## config.mk

```make
export PLATFORM = sky130hd
export DESIGN_NAME = instruction_fetch_unit
export DESIGN_NICKNAME = d
export VERILOG_FILES = /design/src/rtl/instruction_fetch_unit.sv
export SDC_FILE = /design/constraint.sdc
export NUM_CORES = 1
export LEC_CHECK = 0
export ABC_CLOCK_PERIOD_IN_PS = 2300
export BUFFER_PORTS_ARGS = -buffer_cell sky130_fd_sc_hd__buf_2
export CELL_PAD_IN_SITES_DETAIL_PLACEMENT = 1
export CELL_PAD_IN_SITES_GLOBAL_PLACEMENT = 2
export CORE_ASPECT_RATIO = 0.9
export CORE_MARGIN = 2
export CORE_UTILIZATION = 25
export DETAILED_ROUTE_END_ITERATION = 12
export GPL_TIMING_DRIVEN = 0
export PLACE_DENSITY_LB_ADDON = 0.12
export SLEW_MARGIN = 15
export SYNTH_ARGS = -nofsm -noshare
export SYNTH_HDL_FRONTEND = slang
export SYNTH_SLANG_ARGS = --single-unit
export TNS_END_PERCENT = 100
```

## constraint.sdc

```tcl
create_clock -name clk -period 2.3 [get_ports clk]
set_clock_uncertainty 0.15 [all_clocks]
set_input_delay 0.345 -clock clk [delete_from_list [all_inputs] [get_ports clk]]
set_output_delay 0.345 -clock clk [all_outputs]
set_load 0.01 [all_outputs]
```

## src/rtl/instruction_fetch_unit.sv

```systemverilog
// instruction_fetch_unit: fetch stage in front of a combinational
// Instruction_Memory. It owns the PC, captures the returned word into a
// fetch/decode register with a valid/ready handshake, and accepts
// jump/branch redirects. It also provides IDLE/RUN/HALTED control.
// Optional macro IF_PERF_COUNT_EN adds the Fetch_Count and Stall_Count
// saturating counters.
module instruction_fetch_unit #(
    parameter int unsigned DATA_WIDTH = 32,
    parameter int unsigned ADDR_WIDTH = 8,
    parameter int unsigned RESET_PC   = 0
) (
    input  logic                  clk,
    input  logic                  rst_n,
    input  logic                  Start,
    input  logic                  Stop,
    output logic [ADDR_WIDTH-1:0] Address,
    input  logic [DATA_WIDTH-1:0] Instruction,
    input  logic                  Redirect_Valid,
    input  logic [ADDR_WIDTH-1:0] Redirect_Target,
    output logic                  Out_Valid,
    input  logic                  Out_Ready,
    output logic [DATA_WIDTH-1:0] Out_Instruction,
    output logic [ADDR_WIDTH-1:0] Out_PC,
    output logic                  Running
`ifdef IF_PERF_COUNT_EN
    ,
    output logic [31:0]           Fetch_Count,
    output logic [31:0]           Stall_Count
`endif
);

    localparam logic [1:0] ST_IDLE   = 2'd0;
    localparam logic [1:0] ST_RUN    = 2'd1;
    localparam logic [1:0] ST_HALTED = 2'd2;

    localparam logic [4:0] OPC_HALT  = 5'b11111;

    logic [1:0]            r_state;
    logic [1:0]            w_state_nxt;
    logic [ADDR_WIDTH-1:0] r_pc;
    logic                  r_out_valid;
    logic [DATA_WIDTH-1:0] r_out_instr;
    logic [ADDR_WIDTH-1:0] r_out_pc;
    logic                  w_cap;
    logic                  w_is_halt;
    logic                  w_consume;

    // A redirect always kills the capture for that cycle because the word
    // on Instruction belongs to the discarded path.
    assign w_cap     = (r_state == ST_RUN) && (!r_out_valid || Out_Ready) && !Redirect_Valid;
    assign w_is_halt = (Instruction[DATA_WIDTH-1 -: 5] == OPC_HALT);
    assign w_consume = r_out_valid && Out_Ready;

    assign Address         = r_pc;
    assign Out_Valid       = r_out_valid;
    assign Out_Instruction = r_out_instr;
    assign Out_PC          = r_out_pc;
    assign Running         = (r_state == ST_RUN);

    // Next control state: redirect wins and only revives HALTED, then Stop
    // beats Start, and a captured HALT parks the fetcher.
    always_comb begin
        w_state_nxt = r_state;
        if (Redirect_Valid) begin
            if (r_state == ST_HALTED)
                w_state_nxt = ST_RUN;
        end else if (Stop) begin
            w_state_nxt = ST_IDLE;
        end else if (Start && (r_state != ST_RUN)) begin
            w_state_nxt = ST_RUN;
        end else if (w_cap && w_is_halt) begin
            w_state_nxt = ST_HALTED;
        end
    end

    // Control state register.
    always_ff @(posedge clk or negedge rst_n) begin
        if (!rst_n)
            r_state <= ST_IDLE;
        else
            r_state <= w_state_nxt;
    end

    // Program counter: a redirect loads the target, and a capture advances
    // the PC (natural wrap at 2^ADDR_WIDTH). Otherwise it holds, which
    // covers stall, IDLE and HALTED.
    always_ff @(posedge clk or negedge rst_n) begin
        if (!rst_n)
            r_pc <= ADDR_WIDTH'(RESET_PC);
        else if (Redirect_Valid)
            r_pc <= Redirect_Target;
        else if (w_cap)
            r_pc <= r_pc + 1'b1;
    end

    // Fetch/decode register valid bit: flush on redirect, set on capture,
    // clear when decode drains it and nothing replaces it.
    always_ff @(posedge clk or negedge rst_n) begin
        if (!rst_n)
            r_out_valid <= 1'b0;
        else if (Redirect_Valid)
            r_out_valid <= 1'b0;
        else if (w_cap)
            r_out_valid <= 1'b1;
        else if (w_consume)
            r_out_valid <= 1'b0;
    end

    // Fetch/decode register payload: written only on capture, so it holds
    // through stalls.
    always_ff @(posedge clk or negedge rst_n) begin
        if (!rst_n) begin
            r_out_instr <= '0;
            r_out_pc    <= '0;
        end else if (w_cap) begin
            r_out_instr <= Instruction;
            r_out_pc    <= r_pc;
        end
    end

`ifdef IF_PERF_COUNT_EN
    logic [31:0] r_fetch_cnt;
    logic [31:0] r_stall_cnt;
    logic        w_stall;

    // A stall is counted only while fetching is active and decode is
    // refusing a held entry.
    assign w_stall = (r_state == ST_RUN) && r_out_valid && !Out_Ready;

    // Saturating capture counter.
    always_ff @(posedge clk or negedge rst_n) begin
        if (!rst_n)
            r_fetch_cnt <= '0;
        else if (w_cap && (r_fetch_cnt != 32'hFFFF_FFFF))
            r_fetch_cnt <= r_fetch_cnt + 32'd1;
    end

    // Saturating stall counter.
    always_ff @(posedge clk or negedge rst_n) begin
        if (!rst_n)
            r_stall_cnt <= '0;
        else if (w_stall && (r_stall_cnt != 32'hFFFF_FFFF))
            r_stall_cnt <= r_stall_cnt + 32'd1;
    end

    assign Fetch_Count = r_fetch_cnt;
    assign Stall_Count = r_stall_cnt;
`endif

endmodule

```

==> metrics.md, run 1 <==
| Metric | Value |
|---|---|
| Outcome | `completed` |
| Synth Net Count | `198` |
| CTS Hold Bufs | `1` |
| Die Wd | `roughly 100 um` |
| Reg2reg setup slack | `0.40 ns` |
| Clock-pin slew on the worst setup and hold paths | `0.09 ns` |
| # diodes | `0` |
| Placer Congestion | `roughly 0.73` |
| Setup bufs post-CTS | `0` |
| Max cap viols | `0` |
| Final setup fails | `0` |
| Synth Cell Area | `2120 um^2` |
| CP endpoint | `Out_PC[4]` |
| Met3 WL post-DR | `376 um` |
| Worst vdd ir | `0.260 mV` |
| Initial Util | `0.260` |
| CTS tree | `done` |
| Max_slew headroom | `0.547` |
| Ys async rst share | `1.00` |
| Worst Reg2Reg Path Length in Cells | `5` |
| Layout area overhead | `32.7%` |
| Metal2 WL | `2.30 mm` |
| Crit Path Max Fanout | `10` |
| Antenna violations before repair | `0` |
| GRT overflow | `0` |
| Actual slew at the worst max-slew pin | `0.679 ns` |
| WS Path Type | `flip-flop to flip-flop` |
| Period utilization | `0.828` |
| Final WS setup | `0.395 ns` |
| CTS buffer count | `5` |
| Setup TNS | `0 ns` |
| Avg WL per Cell | `roughly 15 um` |
| Worst min path class | `input pin to flip-flop` |
| Max Used Layer | `met4` |
| R2R Path End | `Out_PC[4]` |
| Most frequent cell after synthesis | `dfrtp_1` |
| Sequential area share after synthesis | `0.602` |
| Worst-skew pair later-pin latency | `0.30 ns` |
| Placed wire-length estimate | `about 3.9 mm` |
| Row cnt | `31` |
| # placed instances | `345` |
| FF-to-FF Start | `r_state[1]` |
| Worst Setup SP | `r_state[1]` |
| Leak pwr | `0.00133 uW` |
| Seq cells post-synth | `51` |
| Root Buffer | `clkbuf_8` |
| Dpl ws | `roughly 0.38 ns` |
| # DRC | `0` |
| Avg Synthesized Cell Area | `14.0 um^2` |
| Num ports | `96` |
| Top cells by count, synth | `dfrtp_1, mux2_2, nand2_1, o21ai_0` |
| Number of global-route vias before repair | `roughly 1600` |
| Nets | `~300` |
| Worst setup EP type | `flip-flop` |
| Input/output buffers | `between 90 and 100` |
| PD cells | `between 800 and 900 nW/um^2` |
| Via density | `around 4.4` |
| Via count | `1566` |
| Non-filler cells, final | `approximately 350` |
| Yosys warns | `0` |
| Synth area leader | `dfrtp_1` |
| Ranking of synthesized cells by area | `dfrtp_1, mux2_2, buf_6` |
| Post-Syn Instances | `151` |
| Ys flop type | `dfrtp_1` |
| Sink Count | `between 50 and 60` |
| RSZ-0062 raised after global routing | `no` |
| Fraction of layout cells with a size suffix above 1 | `0.573` |
| Met1 Routed Length | `about 2.5 mm` |
| H-tree depth | `2` |
| DRT Pass-1 Iters | `4` |
| Tot Pwr | `2490 uW` |
| Detailed Route WL | `5.29 mm` |
| Max Root-Sink Buffers | `2` |
| Detail Route Antenna Nets | `0` |
| Post-synth EDFFs | `0` |
| Die H | `91.4 um` |
| Initial drt markers | `23` |
| Final Critical Period | `1.90 ns` |
| Peak Freq | `525 MHz` |
| Crit path DAT | `roughly 2.0 ns` |
| Fin. max-slew vios | `0` |
| Critical path launch point type | `flip-flop` |
| Library cells used by synthesis | `29` |
| DP Area | `2720 um^2` |
| Pin count of the biggest net entering global routing | `52` |
| Total track usage | `0.116` |
| Design Area, Final | `2810 um^2` |
| Critical path required time | `2.34 ns` |
| Core Area | `about 8100 um^2` |
| Synth top area share | `0.602` |
| Final Hold Vio Count | `0` |
| Post_cts resized | `0` |
| First-pass GRT wire length | `about 8.3 mm` |
| Die area | `between 9000 and 10000 um^2` |
-- area by class of cell --
| type | instances | area (um^2) |
|---|---|---|
| inverter | 1 | 3.75 |
| multi-input combinational | 91 | 772 |
| clock inverter | 1 | 5.00 |
| tap | 99 | 124 |
| fill | 919 | 5330 |
| timing repair buffer | 96 | 488 |
| clock buffer | 7 | 76.3 |
| sequential | 51 | 1280 |
| buffer | 8 | 68.8 |
-- sequential cells by signal, indices dropped and copies added (netlist names) --
| signal | count |
|---|---|
| Out_Valid | 1 |
| Out_PC | 8 |
| Address | 8 |
| r_state | 2 |
| Out_Instruction | 32 |
-- report_power, final --
part / switching (uW) / internal, uW
combinational: 346 / 386
clock: 288 / 214
sequential: 125 / 1130
total: 760 / 1730
-- layer usage --
layer  GRT usage  up-vias
li1            -      735
met1       0.158      760
met2       0.170       61
met3      0.0400       10
met4      0.0417        0
met5           0        -
-- cells in the final DEF (no fill, tap or decap), types with 2 or more instances in the layout --
cell type,synthesis,final
dfrtp_1,51,51
xor2_1,2,2
nor2_1,3,3
nor4_1,3,3
nor3_1,2,2
buf_6,5,5
xnor2_1,5,5
mux2_1,3,3
clkbuf_8,0,5
o21ai_1,2,2
nand2b_1,2,2
o21ai_0,6,6
clkbuf_1,2,4
buf_2,1,95
mux2_2,38,38
nand3_1,4,4
nand2_1,9,9
-- logic make-up (layout without fill, tap and decap cells) --
group	count (synthesis)	after routing	share of synthesized area
compound gates	13	13	0.0360
xor+xnor	7	7	0.0289
fa+ha+maj	1	1	0.00590
buf+inv	9	113	0.0342
flops	51	51	0.602
mux	42	42	0.222
simple gates	28	28	0.0708
-- how the worst min path moves through the flow --
stage,to,depth (start not counted),start,slack (ns)
floorplan,Address[0],0,rst_n,-0.10
global placement,Out_Instruction[12],1,Out_Instruction[12],0.31
detailed placement,Out_PC[4],1,rst_n,0.29
CTS,r_state[0],2,Stop,0.08
global route,Out_Instruction[7],2,Instruction[7],0.09
finish,r_state[0],2,Stop,0.1
-- critical path, cell delays in order (launching register included) --
cell,delay (ns)
dfrtp_1,0.43
nand2b_1,0.17
buf_6,0.15
nor3_4,0.32
buf_6,0.22
mux2_2,0.34
-- metrics by stage --
step,hold slack [ns],utilization
2_1_floorplan,-0.101,-
3_3_place_gp,0.314,0.334
3_5_place_dp,0.288,0.334
4_1_cts,0.0831,0.345
5_1_grt,0.0914,0.345
6_report,0.0982,0.345
Note: power is estimated with default switching activity, not from simulation.
==> run 2, diff against run 1 <==
--- a/config.mk
+++ b/config.mk
@@ -5,7 +5,7 @@
 export SDC_FILE = /design/constraint.sdc
 export NUM_CORES = 1
 export LEC_CHECK = 0
-export ABC_CLOCK_PERIOD_IN_PS = 2300
+export ABC_CLOCK_PERIOD_IN_PS = 1790
 export BUFFER_PORTS_ARGS = -buffer_cell sky130_fd_sc_hd__buf_2
 export CELL_PAD_IN_SITES_DETAIL_PLACEMENT = 1
 export CELL_PAD_IN_SITES_GLOBAL_PLACEMENT = 2
==> constraint.sdc (replaced) <==
create_clock -name clk -period 1.79 [get_ports clk]
set_clock_uncertainty 0.15 [all_clocks]
set_input_delay 0.2685 -clock clk [delete_from_list [all_inputs] [get_ports clk]]
set_output_delay 0.2685 -clock clk [all_outputs]
set_load 0.01 [all_outputs]
==> run 2 against run 1 <==
  * Fmax is 8.4% higher
  * Critical path depth is 1 higher
  * Sequential power is 29% higher
  * Final cell count is 2.0% higher
  * Die area stayed put
  * Cell area is 6.8% higher
  * Hold slack worse by 0.076 ns
  * Critical path type unchanged
  * Sequential share of layout area is 2.8 points lower
  * Wire length is 4.3% higher
==> metrics.md, run 2 (synthesized netlist as in run 1, its figures left out) <==
| Metric | Value |
|---|---|
| Outcome | `completed` |
| Sink Count | `51` |
| Max stage delay on crit path | `roughly 0.39 ns` |
| Detailed Route WL | `5.51 mm` |
| CTS tree | `done` |
| Total track usage | `0.117` |
| Row cnt | `31` |
| Via count | `1605` |
| Peak Freq | `569 MHz` |
| Num ports | `96` |
| Critical path required time | `1.83 ns` |
| Number of global-route vias before repair | `1649` |
| Initial drt markers | `30` |
| Die area | `9240 um^2` |
| Fin. max-slew vios | `0` |
| Root Buffer | `clkbuf_8` |
| Sequential cell area | `1280 um^2` |
| CP bufs+invs | `3` |
| Input/output buffers | `95` |
| DRT Pass-1 Iters | `3` |
| Die H | `91.4 um` |
| Setup TNS | `0 ns` |
| Nets | `308` |
| Stages on worst setup path | `6` |
| GRT overflow | `0` |
| Area of the multi-input gates | `825 um^2` |
| Period utilization | `0.982` |
| Fraction of layout cells with a size suffix above 1 | `0.595` |
| Commonest non-fill, non-tap cell in the layout | `buf_2` |
| Layout area overhead | `41.7%` |
| Placed wire-length estimate | `3.91 mm` |
| Worst min path class | `input pin to flip-flop` |
| Via density | `4.45` |
| Max Root-Sink Buffers | `2` |
| Leak pwr | `0.00142 uW` |
| Crit Path Max Fanout | `7` |
| Placer Congestion | `0.726` |
| Core Area | `between 8000 and 9000 um^2` |
| WS Path Type | `flip-flop to flip-flop` |
| Worst setup EP type | `flip-flop` |
| Final Critical Period | `1.76 ns` |
| Crit path DAT | `about 1.8 ns` |
| WHS Path Cells | `2` |
| Hold_ws | `0.0224 ns` |
| Detail Route Antenna Nets | `0` |
| Antenna violations before repair | `0` |
| Max cap viols | `0` |
| # DRC | `0` |
| CP max-delay cell | `dfrtp_1` |
| CP delay by family, top | `buffers and inverters` |
| H-tree depth | `2` |
| PD cells | `1100 nW/um^2` |
| Initial Util | `0.260` |
| CTS buffer count | `5` |
| Worst-skew pair later-pin latency | `0.30 ns` |
| Max FFs per register | `32` |
| Pin count of the biggest net entering global routing | `52` |
| Critical path launch point type | `flip-flop` |
| Max_slew headroom | `0.549` |
| # diodes | `0` |
| Commonest cells after routing, fill and taps aside | `buf_2, dfrtp_1, mux2_2` |
| Die Wd | `101 um` |
| Actual slew at the worst max-slew pin | `~0.68 ns` |
| Worst vdd ir | `0.327 mV` |
| First-pass GRT wire length | `approximately 8.4 mm` |
| Avg WL per Cell | `15.3 um` |
| Final setup fails | `0` |
| Clock-pin slew on the worst setup and hold paths | `0.09 ns` |
| Worst Reg2Reg Path Length in Cells | `6` |
| RSZ-0062 raised after global routing | `yes` |
| Final Hold Vio Count | `0` |
| Crit-path cells | `nand2b_4, buf_6, nor3_4, buf_12, clkbuf_16, mux2_2` |
| Fillers | `a little over 900` |
## run 2: repair_timing
item,4_1_cts,5_1_grt
buffers inserted,2,4
endpoints found under the hold margin,51,0
hold buffers,1,0
endpoints found under the setup margin,39,41
cloned,0,2
pin swaps,1,1
gates resized for setup,4,18
## run 2: worst reg2reg max path, stage by stage (launching register included)
cell and delay, ns:
dfrtp_1 0.39, nand2b_4 0.14, buf_6 0.13, nor3_4 0.19
buf_12 0.17, clkbuf_16 0.15, mux2_2 0.32
## run 2: layer usage
metal / vias to the layer above / track usage / routed length, um
met4: 0 / 0.0417 / 91
li1: 750 / - / -
met5: - / 0 / 0
met2: 59 / 0.172 / 2410
met1: 787 / 0.158 / 2610
met3: 9 / 0.0408 / 397
## run 2: final timing paths
kind	from	end	slack [ns]
worst max register to register	r_state[1]	Out_PC[4]	0.03
max in group asynchronous	rst_n	Address[0]	0.62
worst max-delay path	r_state[1]	Out_PC[4]	0.03
worst min register to register	Out_Instruction[12]	Out_Instruction[12]	0.33
min in group asynchronous	rst_n	Out_PC[3]	0.40
worst min-delay path	Stop	r_state[0]	0.02
## run 2: where the power goes
part	leakage, uW	switching [uW]	internal (uW)
registers	0.000609	165	1450
logic	0.000772	462	575
clock network	0.0000422	367	275
## run 2: cell type report
class,count,share of cell area
clock inverter,1,0.00167
multi-input combinational,91,0.274
clock buffer,7,0.0254
sequential,51,0.425
timing repair buffer,104,0.198
inverter,1,0.00125
tap,99,0.0412
buffer,7,0.0329
## run 2: stage by stage
| stage | total power (uW) | setup WS, ns | cells | utilization | cell area [um^2] |
|---|---|---|---|---|---|
| global placement | 2580 | -0.122 | 345 | 0.334 | 2720 |
| finish | 3290 | 0.0324 | 361 | 0.369 | 3010 |
| floorplan | 2130 | 0.0781 | 151 | - | 2120 |
| CTS | 3270 | -0.00547 | 356 | 0.351 | 2860 |
| global route | 3510 | -0.0292 | 361 | 0.369 | 3010 |
| detailed placement | 2600 | -0.130 | 345 | 0.334 | 2720 |
==> run 3, diff against run 2 <==
--- a/config.mk
+++ b/config.mk
@@ -13,7 +13,6 @@
 export CORE_MARGIN = 2
 export CORE_UTILIZATION = 25
 export DETAILED_ROUTE_END_ITERATION = 12
-export GPL_TIMING_DRIVEN = 0
 export PLACE_DENSITY_LB_ADDON = 0.12
 export SLEW_MARGIN = 15
 export SYNTH_ARGS = -nofsm -noshare
==> run 3 against run 2 <==
  * Sequential cell count unchanged
  * Wire length down 4.4%
  * Power up 2.5%
  * Clock power up 22%
  * Die area unchanged
  * Worst setup slack better by 0.027 ns
  * Utilization down 0.41 points
  * First-iteration DRC count down 13%
  * Register-to-register slack better by 0.03 ns
  * Sequential power about the same
  * Critical path type unchanged
  * Critical endpoint unchanged
  * Largest cell class unchanged
==> metrics.md, run 3 (synthesized netlist as in run 1, its figures left out) <==
| Metric | Value |
|---|---|
| Core Area | `8150 um^2` |
| Final Hold Vio Count | `0` |
| RSZ-0062 raised after global routing | `no` |
| Avg WL per Cell | `14.7 um` |
| Row cnt | `31` |
| Non-filler cells, final | `359` |
| Sink Count | `51` |
| # diodes | `0` |
| Crit Path Max Fanout | `10` |
| H-tree depth | `2` |
| Root Buffer | `clkbuf_8` |
| Crit path DAT | `1.77 ns` |
| Fin. max-slew vios | `0` |
| Detail Route Antenna Nets | `0` |
| Max stage delay on crit path | `0.41 ns` |
| Outcome | `completed` |
| Via count | `1568` |
| DRT Pass-1 Iters | `3` |
| Num ports | `96` |
| Worst min path class | `input pin to flip-flop` |
| Worst setup EP type | `flip-flop` |
| FF-to-FF Start | `Out_Valid` |
| Reg2reg setup slack | `0.06 ns` |
| Actual slew at the worst max-slew pin | `0.397 ns` |
| Setup TNS | `0 ns` |
| PD cells | `1140 nW/um^2` |
| Number of global-route vias before repair | `about 1600` |
| WS Path Type | `flip-flop to flip-flop` |
| Nets | `between 300 and 400` |
| Detailed Route WL | `5.27 mm` |
| Critical path launch point type | `flip-flop` |
| Period utilization | `0.967` |
| Pin count of the biggest net entering global routing | `52` |
| WHS Path Cells | `3` |
| Critical path required time | `1.83 ns` |
| # placed instances | `349` |
| # DRC | `0` |
| Leak pwr | `0.00140 uW` |
| CTS tree | `done` |
| Initial drt markers | `26` |
| Max_slew headroom | `0.733` |
| Die Wd | `101 um` |
| Final core occ | `0.365` |
| Commonest cells after routing, fill and taps aside | `buf_2, dfrtp_1, mux2_2` |
| CP max-delay cell | `dfrtp_1` |
| Min-delay src | `Redirect_Target[2]` |
| CTS buffer count | `5` |
| Layout area overhead | `40.1%` |
| Placer Congestion | `0.687` |
| Die area | `between 9000 and 10000 um^2` |
| Peak Freq | `578 MHz` |
| Clock-pin slew on the worst setup and hold paths | `around 0.09 ns` |
| Input/output buffers | `95` |
| GRT overflow | `0` |
| Final setup fails | `0` |
| Commonest non-fill, non-tap cell in the layout | `buf_2` |
| Die H | `91.4 um` |
| Worst-skew pair later-pin latency | `0.29 ns` |
| WHS Endpoint | `Address[2]` |
| Fraction of layout cells with a size suffix above 1 | `0.608` |
| Max FFs per register | `32` |
| R2R Path End | `Out_PC[4]` |
| Placed wire-length estimate | `between 3 and 4 mm` |
| Final Critical Period | `1.73 ns` |
| Initial Util | `0.260` |
| Worst Reg2Reg Path Length in Cells | `5` |
| Total track usage | `0.113` |
| Max Root-Sink Buffers | `2` |
| Worst vdd ir | `0.383 mV` |
| First-pass GRT wire length | `between 8 and 9 mm` |
| Antenna violations before repair | `0` |
| Max cap viols | `0` |
| Via density | `approximately 4.4` |
| Crit-path cells | `nor2b_4, nor3_4, buf_6, clkbuf_16, mux2_2` |
run 3: cell count changes in the layout (fill, tap and decap cells not counted), sizes merged:
cell	before	now
buf	106	107
clkbuf	11	7
clkinvlp	0	1
clkinv	1	0
bufinv	0	1
run 3: critical path, delay by kind of cell (launching register included):
kind	cells	cell delay (ns)
flops	1	0.41
mux	1	0.32
buf+inv	2	0.33
simple gates	2	0.41
run 3: metal layers:
metal  share of wire  GRT usage  vias to the layer above
met1            0.47      0.154                      760
met4          0.0032     0.0270                        0
met2            0.46      0.175                       54
met3           0.063     0.0339                        2
met5               0          0                        -
li1                -          -                      752
run 3: final cells by class:
class / instances / area [um^2]
repair buffers: 110 / 667
multi-input cells: 91 / 795
fillers: 914 / 5170
flip-flops and latches: 51 / 1280
well taps: 99 / 124
clock inverters: 2 / 37.5
clock buffers: 5 / 68.8
inverters: 1 / 3.75
run 3: through the flow:
stage                     hold slack, ns  cell area (um^2)  total power [uW]  worst slack (ns)
after floorplan                   -0.177              2120              2130            0.0781
after global placement             0.143              2780              2610            0.0701
after detailed placement           0.137              2780              2620            0.0493
after CTS                         0.0152              2900              3420            0.0365
after global routing              0.0180              2970              3600           0.00901
final                             0.0269              2970              3370            0.0596
run 3: how the worst max path moves through the flow:
stage / from / endpoint / slack, ns / cells past startpoint
after floorplan: r_state[1] / Out_Instruction[11] / 0.08 / 5
after global placement: r_state[1] / Out_Instruction[15] / 0.07 / 4
after detailed placement: r_state[1] / Out_Instruction[24] / 0.05 / 4
after CTS: r_state[1] / Out_PC[6] / 0.04 / 4
after global routing: Out_Valid / Out_PC[4] / 0.009 / 5
final: Out_Valid / Out_PC[4] / 0.06 / 5
run 3: what timing repair did:
item	in CTS	in global routing
resized for setup	0	6
endpoints found under the hold margin	51	0
setup buffers	0	1
hold buffers	1	0
setup endpoints to repair	0	42
run 3: power by group:
part	total (uW)	internal [uW]	switching (uW)
clock	781	409	372
sequential	1600	1450	155
combinational	990	532	458
